===== src/rtl/fifo_bank_if.sv =====
// rtl/fifo_bank_if.sv - push/pop, status and error bundle for the multi-channel FIFO bank
interface fifo_bank_if #(
  parameter int NUM_CH     = 8,
  parameter int DEPTH      = 8,
  parameter int DATA_WIDTH = 8
);
  localparam int CNT_W = $clog2(DEPTH + 1);

  logic [NUM_CH-1:0]            wren;
  logic [NUM_CH-1:0]            rden;
  logic                         rd_all;
  logic                         clr_err;
  logic [NUM_CH*DATA_WIDTH-1:0] i_data;
  logic [NUM_CH*DATA_WIDTH-1:0] o_data;
  logic [NUM_CH-1:0]            o_valid;
  logic [NUM_CH-1:0]            full;
  logic [NUM_CH-1:0]            empty;
  logic [NUM_CH-1:0]            almost_full;
  logic [NUM_CH*CNT_W-1:0]      count;
  logic                         all_ready;
  logic [NUM_CH-1:0]            overflow;
  logic [NUM_CH-1:0]            underflow;

  modport master (
    output wren, rden, rd_all, clr_err, i_data,
    input  o_data, o_valid, full, empty, almost_full, count, all_ready, overflow, underflow
  );

  modport slave (
    input  wren, rden, rd_all, clr_err, i_data,
    output o_data, o_valid, full, empty, almost_full, count, all_ready, overflow, underflow
  );
endinterface


===== src/rtl/fifo_bank.sv =====
// rtl/fifo_bank.sv - NUM_CH independent FIFOs with lockstep pop for the MAC array inputs
module fifo_bank #(
  parameter int NUM_CH     = 8,
  parameter int DEPTH      = 8,
  parameter int DATA_WIDTH = 8,
  parameter int AF_THRESH  = DEPTH - 1
) (
  input  logic         clk,
  input  logic         rst,
  fifo_bank_if.slave   bus
);
  localparam int CNT_W = $clog2(DEPTH + 1);
  localparam int PTR_W = $clog2(DEPTH);
  localparam logic [CNT_W-1:0] DEPTH_C = CNT_W'(DEPTH);
  localparam logic [CNT_W-1:0] AF_C    = CNT_W'(AF_THRESH);

  logic [NUM_CH-1:0]     empty_v;
  logic [NUM_CH-1:0]     full_v;
  logic [NUM_CH-1:0]     af_v;
  logic [NUM_CH-1:0]     valid_v;
  logic [NUM_CH-1:0]     ovf_v;
  logic [NUM_CH-1:0]     unf_v;
  logic [DATA_WIDTH-1:0] dout_a [NUM_CH];
  logic [CNT_W-1:0]      cnt_a  [NUM_CH];
  logic                  all_ready;
  logic                  lock_fire;

  // Lockstep pop only fires when every channel can supply a word this cycle.
  assign all_ready = &(~empty_v);
  assign lock_fire = bus.rd_all & all_ready;

  for (genvar i = 0; i < NUM_CH; i++) begin : g_ch
    logic [DATA_WIDTH-1:0] mem [DEPTH];
    logic [PTR_W-1:0]      wr_ptr;
    logic [PTR_W-1:0]      rd_ptr;
    logic [CNT_W-1:0]      cnt;
    logic [DATA_WIDTH-1:0] dout;
    logic [DATA_WIDTH-1:0] din;
    logic                  ovalid;
    logic                  ovf;
    logic                  unf;
    logic                  pop_req;
    logic                  pop_ok;
    logic                  push_ok;

    assign din        = bus.i_data[i*DATA_WIDTH +: DATA_WIDTH];
    assign empty_v[i] = (cnt == '0);
    assign full_v[i]  = (cnt == DEPTH_C);
    assign af_v[i]    = (cnt >= AF_C);
    assign pop_req    = bus.rden[i] | lock_fire;
    assign pop_ok     = pop_req & ~empty_v[i];
    // A pop in the same cycle frees the slot, so a full channel still accepts the push.
    assign push_ok    = bus.wren[i] & (~full_v[i] | pop_ok);

    always_ff @(posedge clk) begin
      if (!rst && push_ok) begin
        mem[wr_ptr] <= din;
      end
    end

    always_ff @(posedge clk) begin
      if (rst) begin
        wr_ptr <= '0;
        rd_ptr <= '0;
        cnt    <= '0;
        dout   <= '0;
        ovalid <= 1'b0;
        ovf    <= 1'b0;
        unf    <= 1'b0;
      end else begin
        ovalid <= pop_ok;
        if (push_ok) begin
          wr_ptr <= wr_ptr + PTR_W'(1);
        end
        if (pop_ok) begin
          rd_ptr <= rd_ptr + PTR_W'(1);
          dout   <= mem[rd_ptr];
        end
        case ({push_ok, pop_ok})
          2'b10:   cnt <= cnt + CNT_W'(1);
          2'b01:   cnt <= cnt - CNT_W'(1);
          default: cnt <= cnt;
        endcase
        // Set has priority over clr_err.
        ovf <= (ovf & ~bus.clr_err) | (bus.wren[i] & full_v[i] & ~pop_ok);
        unf <= (unf & ~bus.clr_err) | (pop_req & empty_v[i]);
      end
    end

    assign dout_a[i]  = dout;
    assign cnt_a[i]   = cnt;
    assign valid_v[i] = ovalid;
    assign ovf_v[i]   = ovf;
    assign unf_v[i]   = unf;
  end

  always_comb begin
    bus.o_data = '0;
    bus.count  = '0;
    for (int c = 0; c < NUM_CH; c++) begin
      bus.o_data[c*DATA_WIDTH +: DATA_WIDTH] = dout_a[c];
      bus.count[c*CNT_W +: CNT_W]            = cnt_a[c];
    end
  end

  assign bus.o_valid     = valid_v;
  assign bus.full        = full_v;
  assign bus.empty       = empty_v;
  assign bus.almost_full = af_v;
  assign bus.all_ready   = all_ready;
  assign bus.overflow    = ovf_v;
  assign bus.underflow   = unf_v;
endmodule


===== src/flat_wrapper.sv =====
// flat-port wrapper written by rule: the top's interface ports become plain ports
module fifo_bank_flat 
#(
  parameter int NUM_CH     = 8,
  parameter int DEPTH      = 8,
  parameter int DATA_WIDTH = 8,
  parameter int AF_THRESH  = DEPTH - 1
)
  (clk, rst, bus_wren, bus_rden, bus_rd_all, bus_clr_err, bus_i_data, bus_o_data, bus_o_valid, bus_full, bus_empty, bus_almost_full, bus_count, bus_all_ready, bus_overflow, bus_underflow);
  fifo_bank_if #(.NUM_CH(NUM_CH), .DEPTH(DEPTH), .DATA_WIDTH(DATA_WIDTH)) bus_i ();
  input  logic clk;
  input  logic rst;
  input wire logic [$bits(bus_i.wren)-1:0] bus_wren;
  input wire logic [$bits(bus_i.rden)-1:0] bus_rden;
  input wire logic [$bits(bus_i.rd_all)-1:0] bus_rd_all;
  input wire logic [$bits(bus_i.clr_err)-1:0] bus_clr_err;
  input wire logic [$bits(bus_i.i_data)-1:0] bus_i_data;
  output wire logic [$bits(bus_i.o_data)-1:0] bus_o_data;
  output wire logic [$bits(bus_i.o_valid)-1:0] bus_o_valid;
  output wire logic [$bits(bus_i.full)-1:0] bus_full;
  output wire logic [$bits(bus_i.empty)-1:0] bus_empty;
  output wire logic [$bits(bus_i.almost_full)-1:0] bus_almost_full;
  output wire logic [$bits(bus_i.count)-1:0] bus_count;
  output wire logic [$bits(bus_i.all_ready)-1:0] bus_all_ready;
  output wire logic [$bits(bus_i.overflow)-1:0] bus_overflow;
  output wire logic [$bits(bus_i.underflow)-1:0] bus_underflow;
  assign bus_i.wren = bus_wren;
  assign bus_i.rden = bus_rden;
  assign bus_i.rd_all = bus_rd_all;
  assign bus_i.clr_err = bus_clr_err;
  assign bus_i.i_data = bus_i_data;
  assign bus_o_data = bus_i.o_data;
  assign bus_o_valid = bus_i.o_valid;
  assign bus_full = bus_i.full;
  assign bus_empty = bus_i.empty;
  assign bus_almost_full = bus_i.almost_full;
  assign bus_count = bus_i.count;
  assign bus_all_ready = bus_i.all_ready;
  assign bus_overflow = bus_i.overflow;
  assign bus_underflow = bus_i.underflow;
  fifo_bank #(.NUM_CH(NUM_CH), .DEPTH(DEPTH), .DATA_WIDTH(DATA_WIDTH), .AF_THRESH(AF_THRESH)) u_core (.clk(clk), .rst(rst), .bus(bus_i));
endmodule

===== config.mk =====
export PLATFORM = sky130hd
export DESIGN_NAME = fifo_bank_flat
export DESIGN_NICKNAME = d
export VERILOG_FILES = /design/src/rtl/fifo_bank_if.sv /design/src/rtl/fifo_bank.sv /design/src/flat_wrapper.sv
export SDC_FILE = /design/constraint.sdc
export NUM_CORES = 1
export LEC_CHECK = 0
export CAP_MARGIN = 20
export CORE_ASPECT_RATIO = 1.4
export CORE_MARGIN = 3
export CORE_UTILIZATION = 35
export DETAILED_ROUTE_END_ITERATION = 16
export GPL_TIMING_DRIVEN = 0
export PLACE_DENSITY = 0.63
export SLEW_MARGIN = 20
export SYNTH_ARGS = -nofsm -noshare
export SYNTH_HDL_FRONTEND = slang
export SYNTH_SLANG_ARGS = --single-unit

===== constraint.sdc =====
create_clock -name clk -period 3.1 [get_ports clk]
set_clock_uncertainty 0.15 [all_clocks]
set_input_delay 0.465 -clock clk [delete_from_list [all_inputs] [get_ports clk]]
set_output_delay 0.465 -clock clk [all_outputs]
set_load 0.005 [all_outputs]

==> impl_metrics.toml <==
[place]
post_dp_cell_area_um2 = 32320
place_congestion = 0.8067
dp_slack_ns = -1.307
dp_hpwl_um = 53650
port-buffer-count = 227
dp_cells = 3100

[setup_path]
cp-end-kind = "flop"
cp_max_fo = 6
crit_path_top_delay_cell = "or4_4"
r2r-end = "u_core.g_ch[3].cnt[3]$_SDFFE_PP0P_"
r2r_cells = 14
cp.arrival_ns = 3.64
path_cells = "or4_4 > nand4_4 > or2_4 > inv_8 > buf_12 > a21boi_4 > inv_4 > ha_4 > ha_4 > a21o_1 > a21oi_2 > xnor2_1 > or3_1 > a21oi_1"
critPathBufInv = 3
crit_top_cell = "ha_4"
r2r-start = "u_core.g_ch[2].cnt[2]$_SDFFE_PP0P_"
path_class = "flop to flop"
path_delay_family = "simple AND/OR/NAND/NOR gates"
r2r_setup_slack_ns = -0.17
worstSetupStartpointType = "flop"
cp_data_required_time_ns = 3.47
slowest_delay_ns = 0.62

[worst_hold_path]
hp-start = "rst"
holdPathStages = 3
min_path_type = "input port to flop"
holdPathEnd = "u_core.g_ch[2].rd_ptr[0]$_SDFFE_PP0P_"

[logic_synthesis]
ys_ff_latch = 680
ys_warn_count = 0
synthCells = 1798
synthArstFlopShare_pct = 0
yosysSeqAreaShare_pct = 66.52
avgSynthCellArea_um2 = 15.67
synth_cell_type_count = 42
syn_nets = 1930
yosys_most_used_dff = "edfxtp_1"
synth-edff-count = 512
netlist_area_um2 = 28170

[clock_tree]
cts_sinks = 680
numCtsBuffers = 67
h-tree-depth = 3
clk_latency_ns = 0.61
cts_hold_buffers = 0
tritoncts = "built"
cts_buffer_depth = 3
cts_root_buffer = "clkbuf_16"
clkTransAtPathRegs_ns = 0.06

[layout]
multiInputGateArea_um2 = 9513
regArea_um2 = 18780
drive_gt1_share_pct = 25.96
fin_cells = 3277
final_nets = 2297
areaGrowthSynthToFinish_pct = 26.09
layout_commonest_cell = "edfxtp_1"
n_fill_cell = 7008
most-common-layout-cells = "edfxtp_1 (512), clkdlybuf4s50_1 (226), nor2_1 (175), dfxtp_1 (140), mux4_2 (128)"
design_area_um2 = 35520

[route]
met1_length_um = 29080
viasPerCell = 5.046
vias = 16540
drt_pass1_iterations = 5
drt_wl_total_um = 76190
ant_nets = 0
wl_met2_um = 38430
top_layer = "met5"
wl_per_cell_um = 23.25
drt_iter0_drc = 1129
drc = 0
route.met3.wl_um = 6622

[pwr]
power_leakage_nw = 11.91
ir_drop_mv = 0.5458
powerDensity_nw_per_um2 = 794.4
finalPower_mw = 28.22

[status]
violations = "setup timing"
outcome = "complete, but fails checks"

[timing]
drv_slew = 0
setup_violations = 8
hold_ws_ns = 0.3048
worst_slew_pin_slew_ns = 1.351
hold_violations = 0
fmax_mhz = 305.9
post-route-period-util_pct = 105.5
rsz0062_at_grt = "true"
slew_headroom_pct = 9.932
finalWorstSetupSlack_ns = -0.1694
post-route-min-period_ns = 3.269

[floorplan]
die_height_um = 341.7
initial_core_util_pct = 35.49
die_w_um = 245.8
num_rows = 122
pin_count = 229
core_um2 = 79380
dieArea_um2 = 83970

[global_route]
globalRouteTotalUtil_pct = 18.00
gr-total-overflow = 0
first_global_vias = 17330
grt_max_degree = 17
grt_pass1_wl_um = 110600
antenna_found_initial = 7

[flow_run]
drv_cap = 0
[report_power, final]
group | switching [mW] | internal, mW | total (mW) | leakage [nW]
clock network | 3.44 | 4.92 | 8.35 | 1.11
logic | 4.09 | 4.52 | 8.62 | 4.79
registers | 0.676 | 10.6 | 11.2 | 6.01
total | 8.21 | 20.0 | 28.2 | 11.9
[flip-flops by register name (all words and copies together), names as in the netlist]
signal              flops
u_core.g_ch.rd_ptr     24
u_core.g_ch.unf         8
u_core.g_ch.ovf         8
u_core.g_ch.dout       64
u_core.g_ch.wr_ptr     24
u_core.g_ch.ovalid      8
u_core.g_ch.mem       512
u_core.g_ch.cnt        32
[synth_stat cells, drive strengths merged, types with 12 or more instances]
cell type / number / area (um2)
a21oi: 52 / 260.3
a31o: 12 / 105.1
buf: 52 / 305.3
clkbuf: 55 / 206.5
dfxtp: 168 / 3363
edfxtp: 512 / 15370
ha: 40 / 500.5
inv: 58 / 217.7
mux2: 80 / 900.9
mux2i: 78 / 780.8
mux4: 128 / 2883
nand2: 39 / 146.4
nand2b: 43 / 269.0
nand3: 12 / 60.06
nor2: 198 / 743.2
nor2b: 88 / 550.5
nor3: 16 / 80.08
nor4: 14 / 87.58
o21ai: 26 / 130.1
o31ai: 12 / 90.09
xnor2: 14 / 122.6
xor2: 16 / 140.1
[worst max path at each step]
stage,from,end,slack [ns],cells past startpoint
2_1_floorplan,bus_rd_all,u_core.g_ch[2].mem[5][0]$_DFFE_PP_,-0.06,6
3_3_place_gp,bus_rd_all,u_core.g_ch[2].mem[1][0]$_DFFE_PP_,-2.03,7
3_5_place_dp,bus_rd_all,u_core.g_ch[2].cnt[3]$_SDFFE_PP0P_,-1.31,13
4_1_cts,u_core.g_ch[2].cnt[2]$_SDFFE_PP0P_,u_core.g_ch[1].cnt[3]$_SDFFE_PP0P_,-0.17,14
5_1_grt,u_core.g_ch[2].cnt[3]$_SDFFE_PP0P_,u_core.g_ch[1].cnt[3]$_SDFFE_PP0P_,-0.25,14
6_report,u_core.g_ch[2].cnt[2]$_SDFFE_PP0P_,u_core.g_ch[3].cnt[3]$_SDFFE_PP0P_,-0.17,14
[worst register-to-register path, cell delays in order, from the launching register on]
cell      delay, ns
dfxtp_4        0.34
or4_4          0.62
nand4_4        0.16
or2_4          0.17
inv_8          0.05
buf_12         0.14
a21boi_4       0.21
inv_4          0.08
ha_4           0.18
ha_4           0.21
a21o_1         0.16
a21oi_2        0.16
xnor2_1        0.10
or3_1          0.32
a21oi_1        0.13
[through the flow]
stage / util (%) / setup TNS (ns)
2_1_floorplan: - / -1.115
6_report: 44.75 / -1.040
3_5_place_dp: 40.72 / -301.52
3_3_place_gp: 40.29 / -484.70
4_1_cts: 44.36 / -0.9800
5_1_grt: 44.75 / -2.201
[layout make-up]
cell class	instances	share of cell area [%]
buffer	107	1.599
inverter	58	0.6622
clock buffer	92	5.485
tap	1054	3.713
clock inverter	31	0.8771
antenna	4	0.02818
multi-input combinational	953	26.78
timing repair buffer	298	7.989
sequential	680	52.87
[what timing repair did]
action / CTS / global route
setup buffers: 43 / 6
gates cloned: 1 / 0
pin swaps: 48 / 14
gates resized for setup: 80 / 55
endpoints found under the setup margin: 529 / 307
[logic make-up after synthesis]
group | synth area share, %
mux | 16.20
compound gates | 3.180
xor+xnor | 0.9327
fa+ha+maj | 2.345
buf+inv | 2.590
simple gates | 8.230
flops | 66.52
[layer usage]
| layer | track usage (%) | vias up |
|---|---|---|
| li1 | - | 7498 |
| met1 | 21.22 | 8345 |
| met2 | 30.89 | 575 |
| met3 | 5.792 | 114 |
| met4 | 6.241 | 4 |
| met5 | 0 | - |
Power figures use the tool's default switching activity.
